$ cat config.mk
export PLATFORM = sky130hd
export DESIGN_NAME = barrido_tabla_verdad_flat
export DESIGN_NICKNAME = d
export VERILOG_FILES = /design/src/rtl/barrido_tabla_verdad_pkg.sv /design/src/rtl/barrido_tabla_verdad_if.sv /design/src/rtl/barrido_tabla_verdad_contador_asentamiento.sv /design/src/rtl/barrido_tabla_verdad.sv /design/src/flat_wrapper.sv
export SDC_FILE = /design/constraint.sdc
export NUM_CORES = 1
export LEC_CHECK = 0
export ABC_CLOCK_PERIOD_IN_PS = 2200
export CAP_MARGIN = 5
export CORE_ASPECT_RATIO = 1.25
export CORE_MARGIN = 1
export CORE_UTILIZATION = 35
export DETAILED_ROUTE_END_ITERATION = 10
export PLACE_DENSITY = 0.68
export SLEW_MARGIN = 30
export SYNTH_ARGS = -nofsm -noshare
export SYNTH_HDL_FRONTEND = slang
export SYNTH_SLANG_ARGS = --single-unit
$ cat constraint.sdc
create_clock -name clk -period 2.2 [get_ports clk]
set_clock_uncertainty 0.05 [all_clocks]
set_input_delay 0.22 -clock clk [delete_from_list [all_inputs] [get_ports clk]]
set_output_delay 0.22 -clock clk [all_outputs]
set_load 0.005 [all_outputs]
$ cat src/rtl/barrido_tabla_verdad_pkg.sv
// -----------------------------------------------------------------------------
// barrido_pkg
// Shared definitions for the truth-table sweep stage.
// Contents:
//   estado_e     - sweep FSM state encoding
//   NUM_VEC      - number of input vectors of a 3-input function
//   IDX_W        - width of the vector index
//   primer_bit() - index of the lowest set bit; 0 when no bit is set
// -----------------------------------------------------------------------------
package barrido_pkg;

  typedef enum logic [1:0] {
    IDLE   = 2'd0,
    DRIVE  = 2'd1,
    SAMPLE = 2'd2,
    DONE   = 2'd3
  } estado_e;

  localparam int unsigned NUM_VEC = 8;
  localparam int unsigned IDX_W   = 3;

  // Priority encoder: scanning downwards leaves the lowest set bit as result.
  function automatic logic [IDX_W-1:0] primer_bit(input logic [NUM_VEC-1:0] v);
    logic [IDX_W-1:0] r;
    r = {IDX_W{1'b0}};
    for (int i = NUM_VEC - 1; i >= 0; i--) begin
      if (v[i]) begin
        r = IDX_W'(i);
      end else begin
        r = r;
      end
    end
    return r;
  endfunction

endpackage

$ cat src/rtl/barrido_tabla_verdad_if.sv
// -----------------------------------------------------------------------------
// barrido_tabla_verdad_if
// Bundle between the sweep stage and its environment.
//   master (sweep stage): takes start, F; drives A, B, C, busy, done,
//                         tabla, match, fail_idx
//   slave  (environment): the mirror image
// -----------------------------------------------------------------------------
interface barrido_tabla_verdad_if;
  import barrido_pkg::*;

  logic               start;
  logic               A;
  logic               B;
  logic               C;
  logic               F;
  logic               busy;
  logic               done;
  logic [NUM_VEC-1:0] tabla;
  logic               match;
  logic [IDX_W-1:0]   fail_idx;

  modport master (
    input  start, F,
    output A, B, C, busy, done, tabla, match, fail_idx
  );

  modport slave (
    output start, F,
    input  A, B, C, busy, done, tabla, match, fail_idx
  );

endinterface

$ cat src/rtl/barrido_tabla_verdad_contador_asentamiento.sv
// -----------------------------------------------------------------------------
// contador_asentamiento
// 4-bit settle down-counter.
// Ports:
//   clk, rst       - clock, synchronous active-high reset
//   clr_i          - force the count to 0
//   load_i         - load carga_i (takes priority over counting)
//   carga_i[3:0]   - value loaded on load_i
//   en_i           - decrement while non-zero
//   cuenta_cero_o  - count is 0
// -----------------------------------------------------------------------------
module contador_asentamiento (
  input  logic       clk,
  input  logic       rst,
  input  logic       clr_i,
  input  logic       load_i,
  input  logic [3:0] carga_i,
  input  logic       en_i,
  output logic       cuenta_cero_o
);

  logic [3:0] cnt_q;

  // Count register: clear, load, then saturating decrement.
  always_ff @(posedge clk) begin
    if (rst) begin
      cnt_q <= 4'd0;
    end else if (clr_i) begin
      cnt_q <= 4'd0;
    end else if (load_i) begin
      cnt_q <= carga_i;
    end else if (en_i && (cnt_q != 4'd0)) begin
      cnt_q <= cnt_q - 4'd1;
    end else begin
      cnt_q <= cnt_q;
    end
  end

  assign cuenta_cero_o = (cnt_q == 4'd0);

endmodule

$ cat src/rtl/barrido_tabla_verdad.sv
// -----------------------------------------------------------------------------
// barrido_tabla_verdad
// Sweeps {A,B,C} through 0..7, holds each vector SETTLE cycles, samples F in
// one extra cycle and builds the observed truth table, then compares it with
// EXPECTED.
// Parameters: SETTLE (1..15) settle cycles per vector, EXPECTED reference table.
// Ports:
//   clk, rst - clock, synchronous active-high reset
//   bus      - master side of barrido_tabla_verdad_if (start, A/B/C, F, busy,
//              done, tabla, match, fail_idx)
// -----------------------------------------------------------------------------
module barrido_tabla_verdad
  import barrido_pkg::*;
#(
  parameter int unsigned        SETTLE   = 2,
  parameter logic [NUM_VEC-1:0] EXPECTED = 8'h00
) (
  input logic                     clk,
  input logic                     rst,
  barrido_tabla_verdad_if.master  bus
);

  localparam logic [3:0]       CARGA    = 4'(SETTLE - 1);
  localparam logic [IDX_W-1:0] IDX_LAST = IDX_W'(NUM_VEC - 1);
  localparam logic [IDX_W-1:0] IDX_UNO  = IDX_W'(1);

  estado_e            state_q;
  logic [IDX_W-1:0]   idx_q;
  logic               a_q;
  logic               b_q;
  logic               c_q;
  logic               busy_q;
  logic               done_q;
  logic [NUM_VEC-1:0] tabla_q;

  logic               cnt_clr;
  logic               cnt_load;
  logic               cnt_en;
  logic               cuenta_cero;
  logic [NUM_VEC-1:0] diff;

  // Counter control: reload on every entry into DRIVE, count only in DRIVE.
  always_comb begin
    cnt_clr  = 1'b0;
    cnt_load = 1'b0;
    cnt_en   = 1'b0;
    case (state_q)
      IDLE: begin
        cnt_load = bus.start;
        cnt_clr  = ~bus.start;
      end
      DRIVE: begin
        cnt_en = 1'b1;
      end
      SAMPLE: begin
        cnt_load = (idx_q != IDX_LAST);
      end
      DONE: begin
        cnt_load = bus.start;
      end
      default: begin
        cnt_clr = 1'b1;
      end
    endcase
  end

  contador_asentamiento u_contador (
    .clk           (clk),
    .rst           (rst),
    .clr_i         (cnt_clr),
    .load_i        (cnt_load),
    .carga_i       (CARGA),
    .en_i          (cnt_en),
    .cuenta_cero_o (cuenta_cero)
  );

  // Sweep FSM with registered stimulus, status and captured table.
  always_ff @(posedge clk) begin
    if (rst) begin
      state_q <= IDLE;
      idx_q   <= {IDX_W{1'b0}};
      a_q     <= 1'b0;
      b_q     <= 1'b0;
      c_q     <= 1'b0;
      busy_q  <= 1'b0;
      done_q  <= 1'b0;
      tabla_q <= {NUM_VEC{1'b0}};
    end else begin
      case (state_q)
        IDLE: begin
          idx_q         <= {IDX_W{1'b0}};
          tabla_q       <= {NUM_VEC{1'b0}};
          {a_q,b_q,c_q} <= {IDX_W{1'b0}};
          done_q        <= 1'b0;
          if (bus.start) begin
            state_q <= DRIVE;
            busy_q  <= 1'b1;
          end else begin
            busy_q  <= 1'b0;
          end
        end
        DRIVE: begin
          {a_q,b_q,c_q} <= idx_q;
          if (cuenta_cero) begin
            state_q <= SAMPLE;
          end
        end
        SAMPLE: begin
          tabla_q[idx_q] <= bus.F;
          if (idx_q == IDX_LAST) begin
            state_q       <= DONE;
            busy_q        <= 1'b0;
            done_q        <= 1'b1;
            {a_q,b_q,c_q} <= {IDX_W{1'b0}};
          end else begin
            // Next vector is presented on the same edge that enters DRIVE.
            state_q       <= DRIVE;
            idx_q         <= idx_q + IDX_UNO;
            {a_q,b_q,c_q} <= idx_q + IDX_UNO;
          end
        end
        DONE: begin
          {a_q,b_q,c_q} <= {IDX_W{1'b0}};
          if (bus.start) begin
            state_q <= DRIVE;
            idx_q   <= {IDX_W{1'b0}};
            tabla_q <= {NUM_VEC{1'b0}};
            busy_q  <= 1'b1;
            done_q  <= 1'b0;
          end
        end
        default: begin
          state_q <= IDLE;
          busy_q  <= 1'b0;
          done_q  <= 1'b0;
        end
      endcase
    end
  end

  assign diff = tabla_q ^ EXPECTED;

  assign bus.A        = a_q;
  assign bus.B        = b_q;
  assign bus.C        = c_q;
  assign bus.busy     = busy_q;
  assign bus.done     = done_q;
  assign bus.tabla    = tabla_q;
  assign bus.match    = (diff == {NUM_VEC{1'b0}});
  assign bus.fail_idx = primer_bit(diff);

endmodule

$ cat src/flat_wrapper.sv
// flat-port wrapper written by rule: the top's interface ports become plain ports
module barrido_tabla_verdad_flat import barrido_pkg::*;
#(
  parameter int unsigned        SETTLE   = 2,
  parameter logic [NUM_VEC-1:0] EXPECTED = 8'h00
)
  (clk, rst, bus_start, bus_F, bus_A, bus_B, bus_C, bus_busy, bus_done, bus_tabla, bus_match, bus_fail_idx);
  barrido_tabla_verdad_if bus_i ();
  input logic clk;
  input logic rst;
  input wire logic [$bits(bus_i.start)-1:0] bus_start;
  input wire logic [$bits(bus_i.F)-1:0] bus_F;
  output wire logic [$bits(bus_i.A)-1:0] bus_A;
  output wire logic [$bits(bus_i.B)-1:0] bus_B;
  output wire logic [$bits(bus_i.C)-1:0] bus_C;
  output wire logic [$bits(bus_i.busy)-1:0] bus_busy;
  output wire logic [$bits(bus_i.done)-1:0] bus_done;
  output wire logic [$bits(bus_i.tabla)-1:0] bus_tabla;
  output wire logic [$bits(bus_i.match)-1:0] bus_match;
  output wire logic [$bits(bus_i.fail_idx)-1:0] bus_fail_idx;
  assign bus_i.start = bus_start;
  assign bus_i.F = bus_F;
  assign bus_A = bus_i.A;
  assign bus_B = bus_i.B;
  assign bus_C = bus_i.C;
  assign bus_busy = bus_i.busy;
  assign bus_done = bus_i.done;
  assign bus_tabla = bus_i.tabla;
  assign bus_match = bus_i.match;
  assign bus_fail_idx = bus_i.fail_idx;
  barrido_tabla_verdad #(.SETTLE(SETTLE), .EXPECTED(EXPECTED)) u_core (.clk(clk), .rst(rst), .bus(bus_i));
endmodule
==> impl_table.tex <==
\begin{tabular}{lr}
\hline
Metric & Value \\
\hline
\multicolumn{2}{l}{\textbf{Outcome}} \\
\quad Result of the run & finished, final reports clean \\
\multicolumn{2}{l}{\textbf{GRT}} \\
\quad Maximum number of pins on one net before global-route repair & 19 \\
\quad Wire length of the first global-routing pass & 4.574 mm \\
\quad Vias in the first global route & between 1000 and 1500 \\
\quad Global routing usage summed across all routing layers & between 10\% and 20\% \\
\quad Grt ovf & 0 \\
\quad Antenna violations before repair & 0 \\
\multicolumn{2}{l}{\textbf{Power and ir drop}} \\
\quad Maximum resistive drop on vdd & $\sim$0.0006 V \\
\quad Switching fraction of total power & 37.71\% \\
\quad Clock network power share & between 20\% and 30\% \\
\quad Pwr dens & 905.8 nW/um2 \\
\quad Reported net switching power & $\sim$520 uW \\
\quad Cell-internal power & roughly 860 uW \\
\quad Sequential group share of total power & 35.4\% \\
\quad Leak & about 0.56 nW \\
\quad Fraction of power consumed by combinational cells & between 40\% and 50\% \\
\multicolumn{2}{l}{\textbf{Synthesis}} \\
\quad Multiplexer share of the synthesized area & between 1.5 and 2\% \\
\quad Adder-cell share of the synthesized area & 8.048\% \\
\quad Commonest register cell after synthesis & sky130\_fd\_sc\_hd\_\_dfxtp\_1 \\
\quad Proportion of synthesized flip-flops having asynchronous set or reset & 0\% \\
\quad Post-synth EDFFs & 0 \\
\quad Post-synth net total & about 170 \\
\quad Area fraction in and, or, nand and nor cells after synthesis & 23.04\% \\
\quad Sequential-to-total area share from yosys stat & a little over a third \\
\quad Total number of yosys warnings & 0 \\
\quad Parity-gate share of the synthesized area counting xor and xnor cells & 0\% \\
\quad Post-synthesis instance area & about 1200 um2 \\
\quad Unique masters post-synth & 34 \\
\quad Gate Count Post-Synth & around 150 \\
\quad Dominant combinational cell family by area after synthesis & compound AO/OA/AOI/OAI gates \\
\quad Post-synthesis average cell area & slightly above 8 um2 \\
\quad Compound-Gate Fraction of Synth Area & 24.95\% \\
\quad Number of synthesized register bits & 22 \\
\multicolumn{2}{l}{\textbf{Floorplan}} \\
\quad IO Count & 21 \\
\quad Overall die area & between 3000 and 4000 um2 \\
\quad Area of the placeable core & 3309 um2 \\
\quad Die boundary height & roughly 69 um \\
\quad Number of rows in the core area & 23 \\
\quad Horiz. Die Dim & approximately 55 um \\
\quad Starting density of the core & 37.58\% \\
\multicolumn{2}{l}{\textbf{Timing}} \\
\quad Final hold violation count & 0 \\
\quad Period utilization & between 90\% and 100\% \\
\quad Tmin final & approximately 2.1 ns \\
\quad Final setup margin & about 0.11 ns \\
\quad Maximum clock frequency & around 480 MHz \\
\quad Unrepaired setup endpoints after global routing & no \\
\quad Count of final max-slew check failures & 0 \\
\quad Worst relative slew slack & roughly 70\% \\
\quad Final setup violation count & 0 \\
\quad Post-route worst hold slack & 0.4573 ns \\
\quad Slew of the pin with the lowest slew margin & $\sim$0.44 ns \\
\quad Total negative setup slack & 0 ns \\
\multicolumn{2}{l}{\textbf{Clock tree}} \\
\quad Number of H-tree branching levels & 1 \\
\quad Clock tree from TritonCTS & done \\
\quad Number of buffers inserted for hold repair after clock tree synthesis & 0 \\
\quad Post-CTS sizing & 0 \\
\quad Clock-pin transition on the worst setup and hold timing paths & around 0.08 ns \\
\quad Total clock sinks & 22 \\
\quad Clock latency on the worst-skew pair & between 0.2 and 0.3 ns \\
\quad Number of buffers inserted during clock tree synthesis & 3 \\
\quad Post-CTS setup buffer count & 0 \\
\quad Number of buffers on the longest clock path & 2 \\
\quad CTS Root Buffer Type & sky130\_fd\_sc\_hd\_\_clkbuf\_8 \\
\multicolumn{2}{l}{\textbf{Finish}} \\
\quad Number of fill cells in the layout & 330 \\
\quad Multi-input gate area & a little over 700 um2 \\
\quad Final antenna diode count & 0 \\
\quad Layout net count & around 180 \\
\quad Area delta synth->final & 22.13\% \\
\quad Fraction of final layout cells sized beyond drive strength 1 & a little under a tenth \\
\quad Sequential cell area & roughly 440 um2 \\
\multicolumn{2}{l}{\textbf{Setup path}} \\
\quad Reg2reg end & u\_core.u\_contador.cnt\_q[1] \\
\quad Worst R2R Setup Slack & around 0.25 ns \\
\quad Startpoint of the most critical setup path & u\_core.bus.tabla[2] \\
\quad Worst reg2reg path startpoint & u\_core.idx\_q[1] \\
\quad Largest fanout on the critical path & 5 \\
\quad Kind of capture point of the worst setup path & primary output \\
\quad Critical path class & flop to primary output \\
\quad Critical Path Source Type & flop \\
\quad Critical Path Sink & bus\_fail\_idx[2] \\
\quad FF-to-FF path depth & 6 \\
\quad Required @ worst endpoint & about 1.9 ns \\
\quad Critical path arrival & around 1.8 ns \\
\multicolumn{2}{l}{\textbf{Routing}} \\
\quad Average wire length per cell after detail routing & 12.77 um \\
\quad Detailed Route Iter0 Violations & 27 \\
\quad Final routed DRC violation total & 0 \\
\quad Detail-routed via count per cell & $\sim$5.4 \\
\quad Sum of routed wire length over all layers & 2.657 mm \\
\quad Router iterations before antenna repair & 4 \\
\quad Total number of vias & about 1100 \\
\quad Residual antenna-violating net count after detailed routing & 0 \\
\multicolumn{2}{l}{\textbf{Min path}} \\
\quad Tightest Hold Check Type & flop to flop \\
\multicolumn{2}{l}{\textbf{Placed design}} \\
\quad Post-place setup slack & between 0.3 and 0.4 ns \\
\quad Post-detail-place hpwl & about 2.0 mm \\
\quad Final weighted congestion in routability-driven placement & between 0.8 and 0.9 \\
\quad \# port buffers & 20 \\
\multicolumn{2}{l}{\textbf{Run}} \\
\quad Max-Cap Viols & 0 \\
\hline
\end{tabular}
==> worst min-delay path by stage <==
stage                                          start  slack [ns]  cells after the start                          to
after CTS                 u_core.u_contador.cnt_q[2]        0.46                      2  u_core.u_contador.cnt_q[2]
after global routing             u_core.bus.tabla[7]        0.48                      2         u_core.bus.tabla[7]
after global placement    u_core.u_contador.cnt_q[2]        0.41                      2  u_core.u_contador.cnt_q[2]
final                     u_core.u_contador.cnt_q[2]        0.46                      2  u_core.u_contador.cnt_q[2]
after detailed placement  u_core.u_contador.cnt_q[2]        0.45                      2  u_core.u_contador.cnt_q[2]
after floorplan           u_core.u_contador.cnt_q[2]        0.40                      2  u_core.u_contador.cnt_q[2]
==> flip-flops by register name (all words and copies together) (netlist names) <==
name,count
u_core.bus.tabla,8
u_core.u_contador.cnt_q,4
u_core.idx_q,3
u_core.state_q,2
u_core.bus.A,1
u_core.bus.B,1
u_core.bus.C,1
u_core.bus.busy,1
u_core.bus.done,1
==> routing by layer <==
| layer | track usage, % | vias up | routed length [um] |
|---|---|---|---|
| met1 | 16.76 | 522 | 1204 |
| li1 | - | 578 | - |
| met4 | 8.438 | 0 | 20 |
| met2 | 26.96 | 30 | 1327 |
| met3 | 2.612 | 2 | 105 |
| met5 | 0 | - | 0 |
==> through the flow <==
stage	power (mW)	util, %	std cells	instance area, um2
global placement	1.077	44.23	204	1464
finish	1.376	45.90	208	1519
global route	1.484	45.90	208	1519
floorplan	0.9730	-	154	1244
detailed placement	1.100	44.23	204	1464
CTS	1.387	45.90	208	1519
==> placed cells by master (no fill, tap or decap), types with 3 or more instances in the layout <==
cell and count:
sky130_fd_sc_hd__a21oi_1 28, sky130_fd_sc_hd__dfxtp_1 22, sky130_fd_sc_hd__clkdlybuf4s50_1 20, sky130_fd_sc_hd__nor2_1 16
sky130_fd_sc_hd__nand2_1 11, sky130_fd_sc_hd__inv_1 10, sky130_fd_sc_hd__o21ai_0 8, sky130_fd_sc_hd__ha_1 8
sky130_fd_sc_hd__nor3_1 6, sky130_fd_sc_hd__nand2b_1 5, sky130_fd_sc_hd__clkbuf_8 4, sky130_fd_sc_hd__a32oi_1 3
sky130_fd_sc_hd__buf_4 3
==> power by group through the flow <==
stage	Sequential, mW	Combinational (mW)	Clock [mW]
2_1_floorplan	0.490	0.483	0
3_3_place_gp	0.492	0.585	0
3_5_place_dp	0.497	0.603	0
4_1_cts	0.488	0.606	0.293
5_1_grt	0.496	0.678	0.310
6_report	0.487	0.605	0.284
==> critical path, stage by stage, from the launching register on <==
cell and delay (ns):
sky130_fd_sc_hd__dfxtp_1 0.35, sky130_fd_sc_hd__or4_1 0.55, sky130_fd_sc_hd__a21oi_1 0.14, sky130_fd_sc_hd__clkdlybuf4s50_1 0.52
==> cell families after synthesis <==
group | after synthesis
fa+ha+maj | 8
simple gates | 52
compound gates | 50
buf+inv | 20
flops | 22
mux | 2
==> Yosys cell counts (2+ instances only) <==
cell type	n	area share (%)
sky130_fd_sc_hd__a211oi_2	2	2.0
sky130_fd_sc_hd__a21oi_1	28	11
sky130_fd_sc_hd__a311oi_1	2	1.4
sky130_fd_sc_hd__a31oi_1	2	1.0
sky130_fd_sc_hd__a32oi_1	3	2.1
sky130_fd_sc_hd__buf_2	3	1.2
sky130_fd_sc_hd__buf_4	2	1.2
sky130_fd_sc_hd__clkbuf_1	5	1.5
sky130_fd_sc_hd__dfxtp_1	22	35
sky130_fd_sc_hd__ha_1	8	8.0
sky130_fd_sc_hd__inv_1	10	3.0
sky130_fd_sc_hd__mux2i_1	2	1.6
sky130_fd_sc_hd__nand2_1	11	3.3
sky130_fd_sc_hd__nand2b_1	5	2.5
sky130_fd_sc_hd__nand3_1	2	0.80
sky130_fd_sc_hd__nor2_1	16	4.8
sky130_fd_sc_hd__nor2b_1	2	1.0
sky130_fd_sc_hd__nor3_1	6	2.4
sky130_fd_sc_hd__o21ai_0	8	3.2
==> cell type report <==
cell class | count | area share, %
tap | 37 | 3.048
multi-input combinational | 112 | 47.20
timing repair buffer | 23 | 14.66
clock buffer | 4 | 3.624
inverter | 10 | 2.471
sequential | 22 | 28.99
Power figures use the tool's default switching activity.
